<file path="src/rtl/muldiv_sequencer.sv">
`timescale 1ns/1ps
// muldiv_sequencer: RV32M multiply/divide sequencer for the EX stage.
// A registered one-cycle multiply and an iterative restoring divide
// (DIV_STEPS quotient bits per cycle), with a stall to the hazard logic and a
// one-cycle result-valid pulse toward the EX->MEM register.
// Optional feature: define MULDIV_RESULT_CACHE_EN to remember the last
// completed divide so a matching DIV/REM follow-up finishes in one cycle.
module muldiv_sequencer #(
    parameter int XLEN      = 32,
    parameter int DIV_STEPS = 1
) (
    input  logic            i_clk,
    input  logic            i_rst_n,
    input  logic            i_valid,
    input  logic [2:0]      i_funct3,
    input  logic [XLEN-1:0] i_rs1_val,
    input  logic [XLEN-1:0] i_rs2_val,
    input  logic            i_flush,
    output logic            o_ready,
    output logic            o_stall,
    output logic            o_valid,
    output logic [XLEN-1:0] o_result
);

    localparam int DIV_CYCLES = XLEN / DIV_STEPS;
    localparam int CNT_W      = (DIV_CYCLES > 1) ? $clog2(DIV_CYCLES) : 1;
    localparam logic [CNT_W-1:0] CNT_LAST = CNT_W'(DIV_CYCLES - 1);
    localparam logic [CNT_W-1:0] CNT_ONE  = CNT_W'(1);
    localparam logic [XLEN-1:0]  ONE      = XLEN'(1);
    localparam logic [XLEN-1:0]  INT_MIN  = {1'b1, {(XLEN-1){1'b0}}};

    typedef enum logic [1:0] {S_IDLE, S_MUL, S_DIV, S_DONE} state_t;
    state_t state_q, state_d;

    logic [XLEN-1:0]  rs1_q, rs2_q;
    logic [1:0]       op_q;          // funct3[1:0] of the op in flight
    logic [XLEN-1:0]  quo_q, rem_q, dsr_q;
    logic             neg_quo_q, neg_rem_q;
    logic [CNT_W-1:0] cnt_q;
    logic [XLEN-1:0]  result_q;

    function automatic logic [XLEN-1:0] negate(input logic [XLEN-1:0] v);
        return ~v + ONE;
    endfunction

    function automatic logic [XLEN-1:0] magnitude(input logic [XLEN-1:0] v, input logic is_signed);
        return (is_signed && v[XLEN-1]) ? negate(v) : v;
    endfunction

    function automatic logic [XLEN-1:0] apply_sign(input logic [XLEN-1:0] v, input logic neg);
        return neg ? negate(v) : v;
    endfunction

    // Accept decode and divide special cases, evaluated on the raw operands
    logic            accept, in_is_div, in_signed_div, in_div_zero, in_div_ovf, in_special;
    logic            cache_hit;
    logic [XLEN-1:0] special_res, cache_res;

    assign accept        = (state_q == S_IDLE) && i_valid && !i_flush;
    assign in_is_div     = i_funct3[2];
    assign in_signed_div = !i_funct3[0];
    assign in_div_zero   = (i_rs2_val == '0);
    assign in_div_ovf    = in_signed_div && (i_rs1_val == INT_MIN) && (i_rs2_val == '1);
    assign in_special    = in_is_div && (in_div_zero || in_div_ovf);
    assign special_res   = in_div_zero ? (i_funct3[1] ? i_rs1_val : '1)
                                       : (i_funct3[1] ? '0 : INT_MIN);

    // 33x33 signed product, computed modulo 2^64 on sign/zero-extended operands
    logic                   mul_a_signed, mul_b_signed;
    logic signed [2*XLEN-1:0] mul_a, mul_b, prod;
    logic [XLEN-1:0]        mul_res;

    assign mul_a_signed = (op_q != 2'd3);
    assign mul_b_signed = !op_q[1];
    assign mul_a   = {{XLEN{mul_a_signed & rs1_q[XLEN-1]}}, rs1_q};
    assign mul_b   = {{XLEN{mul_b_signed & rs2_q[XLEN-1]}}, rs2_q};
    assign prod    = mul_a * mul_b;
    assign mul_res = (op_q == 2'd0) ? prod[XLEN-1:0] : prod[2*XLEN-1:XLEN];

    // Restoring divide: DIV_STEPS shift/subtract iterations on the magnitudes
    logic [XLEN-1:0] quo_it, rem_it, quo_fin, rem_fin, div_res;

    always_comb begin
        logic [XLEN:0] rem_sh;
        logic [XLEN:0] diff;
        quo_it = quo_q;
        rem_it = rem_q;
        rem_sh = '0;
        diff   = '0;
        for (int i = 0; i < DIV_STEPS; i++) begin
            rem_sh = {rem_it, quo_it[XLEN-1]};
            diff   = rem_sh - {1'b0, dsr_q};
            // diff's top bit is the borrow: set means the trial subtract failed
            rem_it = diff[XLEN] ? rem_sh[XLEN-1:0] : diff[XLEN-1:0];
            quo_it = {quo_it[XLEN-2:0], !diff[XLEN]};
        end
    end

    assign quo_fin = apply_sign(quo_it, neg_quo_q);
    assign rem_fin = apply_sign(rem_it, neg_rem_q);
    assign div_res = op_q[1] ? rem_fin : quo_fin;

`ifdef MULDIV_RESULT_CACHE_EN
    logic            c_vld_q, c_uns_q, div_uns_q;
    logic [XLEN-1:0] c_rs1_q, c_rs2_q, c_quo_q, c_rem_q;

    assign cache_hit = in_is_div && c_vld_q && (c_rs1_q == i_rs1_val) &&
                       (c_rs2_q == i_rs2_val) && (c_uns_q == i_funct3[0]);
    assign cache_res = i_funct3[1] ? c_rem_q : c_quo_q;

    // Record the last divide that ran to completion; aborted runs leave it untouched
    always_ff @(posedge i_clk) begin
        if (!i_rst_n) begin
            c_vld_q   <= 1'b0;
            c_uns_q   <= 1'b0;
            div_uns_q <= 1'b0;
            c_rs1_q   <= '0;
            c_rs2_q   <= '0;
            c_quo_q   <= '0;
            c_rem_q   <= '0;
        end else begin
            if (accept)
                div_uns_q <= i_funct3[0];
            if (state_q == S_DIV && !i_flush && cnt_q == '0) begin
                c_vld_q <= 1'b1;
                c_uns_q <= div_uns_q;
                c_rs1_q <= rs1_q;
                c_rs2_q <= rs2_q;
                c_quo_q <= quo_fin;
                c_rem_q <= rem_fin;
            end
        end
    end
`else
    assign cache_hit = 1'b0;
    assign cache_res = '0;
`endif

    // State register
    always_ff @(posedge i_clk) begin
        if (!i_rst_n)
            state_q <= S_IDLE;
        else
            state_q <= state_d;
    end

    // Next-state and handshake outputs; a flushed op neither stalls nor completes
    always_comb begin
        state_d = state_q;
        o_ready = 1'b0;
        o_stall = 1'b0;
        o_valid = 1'b0;
        unique case (state_q)
            S_IDLE: begin
                o_ready = 1'b1;
                o_stall = accept;
                if (accept) begin
                    if (!in_is_div)
                        state_d = S_MUL;
                    else if (in_special || cache_hit)
                        state_d = S_DONE;
                    else
                        state_d = S_DIV;
                end
            end
            S_MUL: begin
                o_stall = !i_flush;
                state_d = i_flush ? S_IDLE : S_DONE;
            end
            S_DIV: begin
                o_stall = !i_flush;
                if (i_flush)
                    state_d = S_IDLE;
                else if (cnt_q == '0)
                    state_d = S_DONE;
            end
            S_DONE: begin
                o_valid = !i_flush;
                state_d = S_IDLE;
            end
            default: state_d = S_IDLE;
        endcase
    end

    // Operand latch, divide iteration and result register (loaded only on entry to DONE)
    always_ff @(posedge i_clk) begin
        if (!i_rst_n) begin
            rs1_q     <= '0;
            rs2_q     <= '0;
            op_q      <= '0;
            quo_q     <= '0;
            rem_q     <= '0;
            dsr_q     <= '0;
            neg_quo_q <= 1'b0;
            neg_rem_q <= 1'b0;
            cnt_q     <= '0;
            result_q  <= '0;
        end else begin
            case (state_q)
                S_IDLE: begin
                    if (accept) begin
                        rs1_q     <= i_rs1_val;
                        rs2_q     <= i_rs2_val;
                        op_q      <= i_funct3[1:0];
                        quo_q     <= magnitude(i_rs1_val, in_signed_div);
                        rem_q     <= '0;
                        dsr_q     <= magnitude(i_rs2_val, in_signed_div);
                        neg_quo_q <= in_signed_div && (i_rs1_val[XLEN-1] ^ i_rs2_val[XLEN-1]);
                        neg_rem_q <= in_signed_div && i_rs1_val[XLEN-1];
                        cnt_q     <= CNT_LAST;
                        if (in_special)
                            result_q <= special_res;
                        else if (cache_hit)
                            result_q <= cache_res;
                    end
                end
                S_MUL: begin
                    if (!i_flush)
                        result_q <= mul_res;
                end
                S_DIV: begin
                    if (!i_flush) begin
                        quo_q <= quo_it;
                        rem_q <= rem_it;
                        cnt_q <= cnt_q - CNT_ONE;
                        if (cnt_q == '0)
                            result_q <= div_res;
                    end
                end
                default: ;
            endcase
        end
    end

    assign o_result = result_q;

endmodule

</file>
<file path="config.mk">
export PLATFORM = sky130hd
export DESIGN_NAME = muldiv_sequencer
export DESIGN_NICKNAME = d
export VERILOG_FILES = /design/src/rtl/muldiv_sequencer.sv
export SDC_FILE = /design/constraint.sdc
export NUM_CORES = 2
export LEC_CHECK = 0
export CELL_PAD_IN_SITES_DETAIL_PLACEMENT = 0
export CELL_PAD_IN_SITES_GLOBAL_PLACEMENT = 1
export CORE_UTILIZATION = 40
export DETAILED_ROUTE_END_ITERATION = 8
export GPL_TIMING_DRIVEN = 0
export PLACE_DENSITY_LB_ADDON = 0.15
export SYNTH_ARGS = -nofsm -noshare
export SYNTH_HDL_FRONTEND = slang
export SYNTH_SLANG_ARGS = --single-unit
</file>
<file path="constraint.sdc">
create_clock -name i_clk -period 11.2 [get_ports i_clk]
set_input_delay 2.24 -clock i_clk [delete_from_list [all_inputs] [get_ports i_clk]]
set_output_delay 2.24 -clock i_clk [all_outputs]
set_load 0.01 [all_outputs]
</file>
Word level (Yosys, flattened, before mapping) --
Cells that the tools add are included.
Storage, ports and cells: register bits after elaboration 203, input port bits 71, logic and storage cells 96
Operators by class: reductions and logical operators 24, eq/ne operators 12, mux-type cells 35, add/subtract/negate cells 6, multiply operators 1, bitwise gates (word level) 7
Operators with widths (number):
- 32-bit two-way mux | 19
- 32-bit by 1-bit adder with 32-bit output (second input constant) | 4
- 32-bit inverter | 4
- 32-bit case mux with 2 select lines | 2
- 32-bit case mux with 3 select lines | 1
- 32-bit == test (second input constant) | 2
- 33-bit by 33-bit multiplier with 64-bit output | 1
- 33-bit by 32-bit subtractor with 33-bit output | 1
- 32-bit zero test | 1
- 2-bit != test (second input constant) | 6
- 2-bit two-way mux | 5
- 5-bit two-way mux | 2
- 5-bit case mux with 2 select lines | 1
- 1-bit logical AND | 8
- 2-bit case mux with 4 select lines | 1
- 6-bit AND reduction | 1
- 5-bit zero test | 1
- 5-bit by 1-bit subtractor with 5-bit output (second input constant) | 1
- 2-bit == test (second input constant) | 2
- 1-bit zero test | 4
- 2-bit zero test | 2
- 2-bit AND reduction | 2
- 1-bit two-way mux | 3
- 3-bit != test (second input constant) | 1
- 9 further kinds | 10

Logic depth before layout (Yosys ltp) --
depth after elaboration 9, mapped depth 33, gate-level depth less buffers 30

Worst setup path before layout --
Ideal clock, no wire load.
kind register to register, from register rs1_q[31], to register result_q[27], in the netlist o_result[27], cell stages (with the launch flop) 33, setup slack 2.489 ns, setup time 0.126 ns, data arrival time 8.585 ns, path buffers 4, required time 11.074 ns, cell sequence dfxtp_1 > clkbuf_1 > a21boi_0 > clkbuf_1 > clkbuf_1 > nand2_1 > fa_1 > fa_1 > inv_1 > fa_1 > inv_1 > fa_1 > inv_1 > fa_1 > fa_1 > fa_1 > inv_1 > fa_1 > inv_1 > ha_1 > clkbuf_1 > nand4_1 > or3_1 > nor3_1 > nand3_1 > a21oi_1 > nor3_1 > o31ai_1 > a21oi_1 > xnor2_1 > a221o_1 > a22oi_1 > o21ai_0
On the way: word-level cells in the longest chain between the ends 5
Ends and longest elaborated chain:
- start: declaration | RTL line 35 | logic [XLEN-1:0] rs1_q, rs2_q;
- start signal: assignment | RTL line 202 | rs1_q <= i_rs1_val;
- 1-bit AND | RTL line 75 | assign mul_a = {{XLEN{mul_a_signed & rs1_q[XLEN-1]}}, rs1_q};
- 33-bit by 33-bit multiplier with 64-bit output (*) | RTL line 77 | assign prod = mul_a * mul_b;
- 32-bit two-way mux (*) | RTL line 78 | assign mul_res = (op_q == 2'd0) ? prod[XLEN-1:0] : prod[2*XLEN-1:XLEN];
- 32-bit two-way mux (*) | RTL line 218 | if (!i_flush)
- 32-bit case mux with 3 select lines (*) | RTL line 199 | case (state_q)
- end signal: assignment | RTL line 214 | result_q <= cache_res;
- end signal: assignment | RTL line 219 | result_q <= mul_res;
- end signal: assignment | RTL line 227 | result_q <= div_res;
- end: declaration | RTL line 40 | logic [XLEN-1:0] result_q;
Every way passes the cells marked *; elsewhere a longest branch is shown, timed or not. The select of a mux whose other input is x is not followed. A chain may end at the register's enable or synchronous reset.

Worst setup path after layout --
from register rs1_q[21], to register result_q[28], in the netlist o_result[28]
On the way: word-level cells in the longest chain between the ends 4
Ends and longest elaborated chain (RTL line):
- 33-bit by 33-bit multiplier with 64-bit output | 77
- 32-bit two-way mux | 78
- 32-bit two-way mux | 218
- 32-bit case mux with 3 select lines | 199
No other way between the ends. The select of a mux whose other input is x is not followed.

==> flow_metrics.env <==
export IMPL_ys_warnings_count=0
export IMPL_drive_gt1_share_pct=1.44
export IMPL_cts_tree="done"
export IMPL_post_route_period_util_pct=97.8
export IMPL_regArea_um2=4040
export IMPL_cpMostUsedCell="fa_1"
export IMPL_yosys_top_cells_count="inv_1 (1182), fa_1 (1126), nand2_1 (988)"
export IMPL_required_ns=11.67
export IMPL_rsz0062_at_grt="false"
export IMPL_synth_area_um2=51400
export IMPL_antenna_found_initial=15
export IMPL_instances_no_fill=7839
export IMPL_placementRows=131
export IMPL_drt_met1_wl_um=90900
export IMPL_p_leak_nw=25.5
export IMPL_peakVddDrop_mv=0.114
export IMPL_wl_per_cell_um=27.6
export IMPL_power_density_nw_per_um2=102
export IMPL_power_mw=5.64
export IMPL_finalSetupViolations=0
export IMPL_insertion_delay_ns=0.56
export IMPL_io_pins=106
export IMPL_fmax_ghz=0.0913
export IMPL_synth_edf_count=0
export IMPL_vias_per_cell=5.57
export IMPL_numCtsBuffers=23
export IMPL_initial_core_util_pct=40.3
export IMPL_wirelength_um=216000
export IMPL_multi_input_comb_area_um2=41600
export IMPL_portBuffers=100
export IMPL_synth_most_common_cell="inv_1"
export IMPL_dieArea_um2=130000
export IMPL_finish_net_count=7606
export IMPL_status="complete, no violations"
export IMPL_synth_seq_area_share_pct=7.86
export IMPL_netlist_instances=6031
export IMPL_met2WireLength_um=97100
export IMPL_drv_slew=0
export IMPL_grt_overflow=0
export IMPL_r2r_cells=28
export IMPL_period_needed_ns=10.96
export IMPL_async_flop_share_pct=0
export IMPL_wl_met3_um=17100
export IMPL_clkSinkCount=202
export IMPL_synth_area_leaders="fa_1 (44%), inv_1 (8.6%), dfxtp_1 (7.9%), nand2_1 (7.2%), ha_1 (6.2%)"
export IMPL_drc_errors=0
export IMPL_cts_root_buf="clkbuf_16"
export IMPL_grt_total_usage_pct=33.6
export IMPL_htree_levels=1
export IMPL_dr_max_layer_used="met5"
export IMPL_ctsLongestPathBuffers=3
export IMPL_holdWs_ns=0.453
export IMPL_synth_nets=7484
export IMPL_grt_start_max_net_pins=25
export IMPL_synth_top_area_share_pct=43.8
export IMPL_hold_violations=0
export IMPL_setup_worst_path_end_class="flop"
export IMPL_grt_pass1_vias=44595
export IMPL_core_area_um2=128000
export IMPL_die_w_um=361
export IMPL_ys_types=83
export IMPL_gp_congestion=1.00
export IMPL_grt_pass1_wl_um=315000
export IMPL_r2r_slack_ns=0.24
export IMPL_die_h_um=361
export IMPL_endpoint="o_result[28]$_SDFFE_PN0P_"
export IMPL_reg2reg_to="o_result[28]$_SDFFE_PN0P_"
export IMPL_tightest_slew_ns=1.46
export IMPL_ant_nets=0
export IMPL_clock_skew_ns=0.0269
export IMPL_synth_ff_type="dfxtp_1"
export IMPL_drt_iter0_markers=4154
export IMPL_crit_start="rs1_q[21]$_SDFFE_PN0P_"
export IMPL_dr_pass1_iters=8
export IMPL_drv_cap=0
export IMPL_critPathMaxFanout=10
export IMPL_setup_tns_final_ns=0
export IMPL_placed_cells=7793
export IMPL_worstSetupPathType="reg2reg"
export IMPL_ys_ff_latch=202
export IMPL_r2r_start="rs1_q[21]$_SDFFE_PN0P_"
export IMPL_dp_hpwl_um=183000
export IMPL_postCtsSetupBuffers=0
export IMPL_slew_headroom_pct=2.43
export IMPL_critPathSlowestCell="clkbuf_1"
export IMPL_num_vias=43654
export IMPL_arrival_ns=11.43
export IMPL_slowest_delay_ns=0.95
export IMPL_critical_path_startpoint_type="flop"
export IMPL_yosys_area_top_type="fa_1"
export IMPL_cts_hold_buf=0
export IMPL_synth_area_per_cell_um2=8.53
export IMPL_hold_path_class="reg2reg"
export IMPL_fill_cells=13066
export IMPL_area_growth_synth_to_final_pct=7.63
export IMPL_clk_pin_slew_worst_paths_ns=0.07
registers in the layout, summed over array words and instances (netlist names):
signal     count
rem_q         32
neg_quo_q      1
op_q           2
rs1_q         32
quo_q         32
dsr_q         31
o_result      32
state_q        2
rs2_q         32
cnt_q          5
neg_rem_q      1
what timing repair did:
action | 4_1_cts | 5_1_grt
endpoints found under the setup margin | 3 | 10
gates resized for setup | 3 | 13
gates cloned | 0 | 0
cells by family (layout without fill, tap and decap cells):
kind of cell | count (synthesis) | after routing | share of synthesized area [%]
XOR/XNOR | 204 | 204 | 3.47
flip-flops | 202 | 202 | 7.86
other | 0 | 10 | 0
AND/OR/NAND/NOR | 1911 | 1911 | 17.1
adder cells (fa/ha/maj) | 1382 | 1382 | 50.1
buffers and inverters | 1542 | 1678 | 11.3
AO/OA/AOI/OAI | 763 | 763 | 9.70
multiplexers | 27 | 27 | 0.564
routing by layer:
metal  vias to the layer above  track usage (%)
met1                     22682             46.3
met3                       393             5.13
met4                         8             13.4
met2                      1844             52.8
met5                         -                0
li1                      18727                -
placed cells by master, fill, tap and decap left out, drive strengths merged, types with 20 or more instances in the layout:
master         count
a211oi            41
a21o              46
a21oi            240
a222oi            29
a22oi             21
and2             370
buf               24
clkbuf           360
clkdlybuf4s50    100
dfxtp            202
fa              1126
ha               256
inv             1183
mux2i             20
nand2            988
nand2b            28
nand3             43
nand4             30
nor2             264
nor3              60
o211ai            34
o21ai            158
o31ai             27
or3               21
xnor2            123
xor2              81
stage by stage:
step                worst slack, ns  util, %  area [um2]
floorplan                      2.49        -       51400
global placement             -0.441     42.7       54500
detailed placement           -0.360     42.8       54500
CTS                          0.0163     43.4       55300
global route                 0.0425     43.4       55300
finish                        0.243     43.4       55400
report_power, final:
part / total, mW / switching (mW) / internal, mW
Clock: 0.814 / 0.355 / 0.459
Sequential: 1.01 / 0.186 / 0.820
Combinational: 3.82 / 2.67 / 1.15
Total: 5.64 / 3.22 / 2.43
area by class of cell:
class                   count  share of cell area (%)
well taps                1662                    3.76
inverters                1183                    8.02
diodes                     10                  0.0452
clock inverters            10                   0.240
multi-input cells        4287                    75.2
clock buffers              29                    1.17
plain buffers             356                    2.45
flip-flops and latches    202                    7.30
repair buffers            100                    1.81
worst min-delay path by stage:
stage	startpoint	end	slack, ns	cells past startpoint
final	o_result[4]$_SDFFE_PN0P_	o_result[4]$_SDFFE_PN0P_	0.45	1
after global routing	dsr_q[30]$_SDFFE_PN0P_	dsr_q[30]$_SDFFE_PN0P_	0.46	2
after CTS	dsr_q[30]$_SDFFE_PN0P_	dsr_q[30]$_SDFFE_PN0P_	0.45	2
after detailed placement	o_result[4]$_SDFFE_PN0P_	o_result[4]$_SDFFE_PN0P_	0.44	1
after global placement	o_result[4]$_SDFFE_PN0P_	o_result[4]$_SDFFE_PN0P_	0.44	1
after floorplan	dsr_q[18]$_SDFFE_PN0P_	dsr_q[18]$_SDFFE_PN0P_	0.43	2
critical path: cells and delay by family (launching register included):
family                   cells  cell delay [ns]
buffers and inverters        8             2.25
adder cells (fa/ha/maj)      9             4.59
AO/OA/AOI/OAI                8             2.65
AND/OR/NAND/NOR              2             0.52
XOR/XNOR                     1             0.56
flip-flops                   1             0.30
Power figures use the tool's default switching activity.
